==> src/rtl/multi_debounce_pkg.sv <==
// Shared constants and helpers for the multi-channel debouncer.
// Holds default timing constants and counter-width helpers.
package multi_debounce_pkg;

   localparam int DEF_SYNC_STAGES   = 2;
   // 1 ms at a 50 MHz clock; rescale for other clock rates.
   localparam int DEF_STABLE_CYCLES = 50000;

   function automatic int clog2(input int v);
      int r;
      r = 0;
      for (int i = 0; i < 31; i++) begin
         if ((1 << i) < v) r = i + 1;
      end
      return r;
   endfunction

   // Counter holds 0..STABLE_CYCLES-1; keep at least one bit.
   function automatic int cnt_width(input int stable);
      int w;
      w = clog2(stable);
      return (w < 1) ? 1 : w;
   endfunction

endpackage

==> src/rtl/multi_debounce_channel.sv <==
// One debounce channel: synchroniser, stability counter, level and pulses.
// Ports: clk, rst, btn_in (raw) -> btn_db, rise_pulse, fall_pulse.
module debounce_channel
   import multi_debounce_pkg::*;
#(
   parameter int   SYNC_STAGES   = DEF_SYNC_STAGES,
   parameter int   STABLE_CYCLES = DEF_STABLE_CYCLES,
   parameter logic IDLE_LEVEL    = 1'b0
) (
   input  logic clk,
   input  logic rst,
   input  logic btn_in,
   output logic btn_db,
   output logic rise_pulse,
   output logic fall_pulse
);

   localparam int CNT_W = cnt_width(STABLE_CYCLES);
   localparam logic [CNT_W-1:0] CNT_MAX = CNT_W'(STABLE_CYCLES - 1);

   logic [SYNC_STAGES-1:0] sync_q, sync_d;
   logic [CNT_W-1:0]       cnt_q, cnt_d;
   logic                   db_q, db_d;
   logic                   rise_q, rise_d;
   logic                   fall_q, fall_d;
   logic                   s;

   always_comb begin
      sync_d = {sync_q[SYNC_STAGES-2:0], btn_in};
      s      = sync_q[SYNC_STAGES-1];
      cnt_d  = cnt_q;
      db_d   = db_q;
      rise_d = 1'b0;
      fall_d = 1'b0;
      if (s == db_q) begin
         // Any return to the accepted level discards progress.
         cnt_d = '0;
      end else if (cnt_q == CNT_MAX) begin
         db_d   = s;
         cnt_d  = '0;
         rise_d = s;
         fall_d = ~s;
      end else begin
         cnt_d = cnt_q + CNT_W'(1);
      end
   end

   always_ff @(posedge clk) begin
      if (rst) begin
         sync_q <= {SYNC_STAGES{IDLE_LEVEL}};
         cnt_q  <= '0;
         db_q   <= IDLE_LEVEL;
         rise_q <= 1'b0;
         fall_q <= 1'b0;
      end else begin
         sync_q <= sync_d;
         cnt_q  <= cnt_d;
         db_q   <= db_d;
         rise_q <= rise_d;
         fall_q <= fall_d;
      end
   end

   assign btn_db     = db_q;
   assign rise_pulse = rise_q;
   assign fall_pulse = fall_q;

endmodule

==> src/rtl/multi_debounce.sv <==
// Multi-channel push-button/switch debouncer, one channel per input bit.
// Ports: clk, rst, btn_in[N_CH] -> btn_db, rise_pulse, fall_pulse [N_CH].
module multi_debounce
   import multi_debounce_pkg::*;
#(
   parameter int   N_CH          = 4,
   parameter int   SYNC_STAGES   = DEF_SYNC_STAGES,
   parameter int   STABLE_CYCLES = DEF_STABLE_CYCLES,
   parameter logic IDLE_LEVEL    = 1'b0
) (
   input  logic            clk,
   input  logic            rst,
   input  logic [N_CH-1:0] btn_in,
   output logic [N_CH-1:0] btn_db,
   output logic [N_CH-1:0] rise_pulse,
   output logic [N_CH-1:0] fall_pulse
);

   for (genvar i = 0; i < N_CH; i++) begin : g_ch
      debounce_channel #(
         .SYNC_STAGES  (SYNC_STAGES),
         .STABLE_CYCLES(STABLE_CYCLES),
         .IDLE_LEVEL   (IDLE_LEVEL)
      ) u_ch (
         .clk       (clk),
         .rst       (rst),
         .btn_in    (btn_in[i]),
         .btn_db    (btn_db[i]),
         .rise_pulse(rise_pulse[i]),
         .fall_pulse(fall_pulse[i])
      );
   end

endmodule

==> config.mk <==
export PLATFORM = sky130hd
export DESIGN_NAME = multi_debounce
export DESIGN_NICKNAME = d
export VERILOG_FILES = /design/src/rtl/multi_debounce_pkg.sv /design/src/rtl/multi_debounce_channel.sv /design/src/rtl/multi_debounce.sv
export SDC_FILE = /design/constraint.sdc
export NUM_CORES = 1
export LEC_CHECK = 0
export ABC_AREA = 1
export CORE_MARGIN = 2
export CORE_UTILIZATION = 45
export CTS_BUF_LIST = sky130_fd_sc_hd__clkbuf_4
export CTS_CLUSTER_DIAMETER = 40
export DETAILED_ROUTE_END_ITERATION = 12
export SLEW_MARGIN = 10
export SYNTH_ARGS = -nofsm -noshare
export SYNTH_HDL_FRONTEND = slang
export SYNTH_HIERARCHICAL = 1
export SYNTH_SLANG_ARGS = --single-unit
==> constraint.sdc <==
create_clock -name clk -period 1.9 [get_ports clk]
set_input_delay 0.475 -clock clk [delete_from_list [all_inputs] [get_ports clk]]
set_output_delay 0.475 -clock clk [all_outputs]
set_load 0.01 [all_outputs]
# Word-level counts from Yosys, hierarchy flattened
# Index checks and enable logic that the tools add are counted.
[totals] reg_bits=84 out_inout_bits=12 wordCells=56 in_bits=6
[op_classes] addsub=4 eq_ne=8 reduce_logical=12 bitwise_logic=12
[op_table] op="$add A16 B1 Y16 const B" count=4
[op_table] op="$eq A16 B16 Y1 const B" count=4
[op_table] op="$reduce_or A3 Y1" count=8
[op_table] op="$not A1 Y1" count=12
[op_table] op="$reduce_and A2 Y1" count=4
[op_table] op="$eq A1 B1 Y1" count=4

# Longest topological paths before layout
[depth] word_depth=3 depth_mapped=8 depth_no_buf=8

# By module
# The synthesis kept the hierarchy.
[modules_own_cells] mod="debounce_channel" area_each_um2=1014.7 cells_per_inst=143 n_inst=4 seq_area_each_um2=420.4

# Worst setup path after synthesis
# OpenSTA, ideal clock, no wires.
[synth_timing] path_kind="reg-to-reg" start="register g_ch[0].u_ch.cnt_q[0]" end="register g_ch[0].u_ch.cnt_q[10]" n_path_buf=1 stages_incl_launch_ff=8 synth_period_minus_slack_ns=1.295 setup_slack_ns=0.605 setup_time_ns=0.114 required_ns=1.786 arrival_time_ns=1.180 cell_sequence="dfxtp_1 -> ha_1 -> nand3_4 -> nor2_4 -> nand3_2 -> nand2_2 -> buf_6 -> nor2_1"
[synth_via] elab_chain_len=2 elab_cells_between_ends=3 cone_classes="1 x add/sub; 1 x eq/ne; 1 x reduce/logical"
[synth_rtl] item="start: declaration" line="multi_debounce_channel.sv:22" rtl="logic [CNT_W-1:0] cnt_q, cnt_d;"
[synth_rtl] item="start signal: assignment" line="multi_debounce_channel.sv:57" rtl="cnt_q <= cnt_d;"
[synth_rtl] item="branches (longest 2 deep; another with $add A16 B1 Y16)"
# Parallel ways; which one is timed is not known.
# A chain may end at the register's enable or synchronous reset.

# Final worst setup path
[layout_timing] start="register g_ch[2].u_ch.db_q" end="output port btn_db[2]"
[layout_lines] item="start: declaration" line="multi_debounce_channel.sv:23" rtl="logic db_q, db_d;"
[layout_lines] item="start signal: assignment" line="multi_debounce_channel.sv:52" rtl="db_q <= IDLE_LEVEL;"
[layout_lines] item="start signal: assignment" line="multi_debounce_channel.sv:58" rtl="db_q <= db_d;"
[layout_lines] item="end: declaration" line="multi_debounce.sv:14" rtl="output logic [N_CH-1:0] btn_db,"
# No word-level cell between the ends.

==> qor.yml <==
vias: 3410
power.density_mw_per_mm2: 714.8
synth.distinct_cells: 21
cp_cell_sequence: "clkdlybuf4s50_1"
ys_top_cells_by_area: "dfxtp_1 41%, nand2_1 11%, nor2_1 9.2%, inv_1 8.1%, nand3_1 4.9%"
r2r_start: "g_ch[3].u_ch/cnt_q[0]$_SDFF_PP0_"
seqCellArea_mm2: 0.001682
clk_latency_ns: 0.43
hold_path_end: "g_ch[2].u_ch/sync_q[1]$_SDFF_PP0_"
slew_headroom_pct: 76.52
cp_data_required_time_ns: 1.42
htreeDepth: 3
ys_ff_latch: 84
start_util_pct: 46.54
fin_crit_sh_pct: 95.27
drive_gt1_share_pct: 10.58
io_buffers: 17
netlist_area_mm2: 0.004059
path_clk_slew_ns: 0.13
path_buf_inv: 1
dieArea_mm2: 0.009795
core_mm2: 0.008721
routedWlPerCell_um: 10.69
avgSynthCellArea_um2: 7.096
cpPeakStageDelay_ns: 0.54
fin_skew_ns: 0.01690
syn-instance-count: 572
crit_family: "buffers and inverters"
cap_violations: 0
diodes: 0
cp_num_cells: 1
num_rows: 34
final_cell_mix: "124 x nand2_1, 100 x nor2_1, 88 x inv_1"
die_h_um: 98.97
status: "finished, final reports clean"
place_congestion: 0.8684
multi_input_area_mm2: 0.002002
worstPathArrival_ns: 1.34
power.leakage_nw: 1.587
final_cell_area_mm2: 0.004558
hold_start: "g_ch[2].u_ch/sync_q[0]$_SDFF_PP0_"
drtIter0Drc: 83
first_global_vias: 3182
firstDrtPassIters: 4
min_period_ns: 1.810
io_pins: 18
antenna_found_initial: 0
setup_viol: 0
synth_top_area_share_pct: 41.43
tightest_slew_ns: 0.3509
fillCellCount: 872
cts_tree: "yes"
hold_class: "reg2reg"
r2r_slack_ns: 0.41
slew_violations: 0
place_area_mm2: 0.004349
max_freq_ghz: 0.5524
final.setup.tns_ns: 0
yosysSeqAreaShare_pct: 41.43
max-vdd-ir-drop_mv: 0.3994
hold_violations: 0
end_kind: "output port"
dp_hpwl_um: 5505
reg2regPathDepth: 6
numClockSinks: 84
grt_max_degree: 17
finalWirelength_um: 7621
syn_nets: 582
hold_depth: 2
r2r-end: "g_ch[3].u_ch/cnt_q[10]$_SDFF_PP0_"
antenna_left: 0
grt_pass1_wl_um: 13420
synth_area_leader_cell: "dfxtp_1"
holdWs_ns: 0.4097
rsz0062_at_grt: "false"
yosys_warnings: 6
grt_overflow_total: 0
root_buffer: "clkbuf_4"
hold_buffers: 0
drc: 0
routed_via_density: 4.783
die_w_um: 98.97
final_nets: 610
final_common_cell: "nand2_1"
clk_path_buf_depth: 2
groute.usage.overall_pct: 16.57
path_class: "reg2out"
cp-start-kind: "register"
slowest_stage: "clkdlybuf4s50_1"
area_delta_synth_final_pct: 12.30
worstPathMaxFanout: 2
numCtsBuffers: 9
==> flip-flops by register name (all words and copies together) (netlist names) <==
name,count
g_ch.u_ch/fall_pulse,4
g_ch.u_ch/rise_pulse,4
g_ch.u_ch/btn_db,4
g_ch.u_ch/cnt_q,64
g_ch.u_ch/sync_q,8
==> per-stage QoR <==
stage / power (mW) / std cells / utilization, % / worst slack (ns)
3_3_place_gp: 1.870 / 697 / 49.87 / 0.01821
3_5_place_dp: 1.872 / 697 / 49.87 / -0.07232
4_1_cts: 3.301 / 713 / 52.24 / 0.03923
2_1_floorplan: 1.849 / 572 / - / 0.6054
6_report: 3.258 / 713 / 52.27 / 0.08985
5_1_grt: 3.378 / 713 / 52.27 / 0.02840
==> repair_timing <==
action,in CTS,in global routing
resized for setup,0,1
setup buffers,0,0
endpoints found under the setup margin,0,1
==> kinds of logic after synthesis <==
kind of cell               synth area share (%)
xor gates and xnor gates                  5.179
and+or+nand+nor                           38.10
AOI/OAI and AO/OA                         4.809
adders and majority gates                 1.233
DFF                                       41.43
buffers and inverters                     9.248
==> layout make-up <==
| cell class | count | share of cell area [%] |
|---|---|---|
| clock buffer | 9 | 1.482 |
| clock inverter | 7 | 3.047 |
| inverter | 88 | 7.247 |
| multi-input combinational | 396 | 43.92 |
| sequential | 84 | 36.89 |
| tap | 108 | 2.965 |
| timing repair buffer | 21 | 4.447 |
==> worst max-delay path by stage <==
stage / startpoint / slack [ns] / to
global route: g_ch[2].u_ch/btn_db$_SDFFE_PP0P_ / 0.03 / btn_db[2]
CTS: g_ch[0].u_ch/btn_db$_SDFFE_PP0P_ / 0.04 / btn_db[0]
floorplan: g_ch[0].u_ch/cnt_q[0]$_SDFF_PP0_ / 0.61 / g_ch[0].u_ch/cnt_q[10]$_SDFF_PP0_
finish: g_ch[2].u_ch/btn_db$_SDFFE_PP0P_ / 0.09 / btn_db[2]
detailed placement: rst / -0.07 / g_ch[0].u_ch/cnt_q[7]$_SDFF_PP0_
global placement: rst / 0.02 / g_ch[3].u_ch/cnt_q[4]$_SDFF_PP0_
==> report_power, final <==
group	switching, mW	internal, mW	total [mW]	leakage, nW
sequential	0.00370	1.77	1.78	0.678
clock	0.629	0.796	1.43	0.110
combinational	0.0346	0.0226	0.0572	0.799
total	0.668	2.59	3.26	1.59
==> per-layer routing <==
metal | GRT usage [%] | wire (um) | part of all wire (%)
met2 | 26.40 | 3426 | 45
met5 | 0 | 0 | 0
met1 | 22.00 | 3843 | 50
met4 | 6.006 | 106 | 1.4
met3 | 3.830 | 244 | 3.2
==> cell usage after synthesis <==
library cell and number:
a21oi_1 28, a21oi_2 4, and2_2 4, buf_6 4, dfxtp_1 84, ha_1 4, inv_1 88, nand2_1 124
nand2_2 4, nand3_1 40, nand3_2 4, nand3_4 4, nand4_1 24, nor2_1 100, nor2_2 16, nor2_4 4
nor3_1 4, o21ai_1 4, or2_2 4, xnor2_1 4, xor2_1 20
Note: power is estimated with default switching activity, not from simulation.
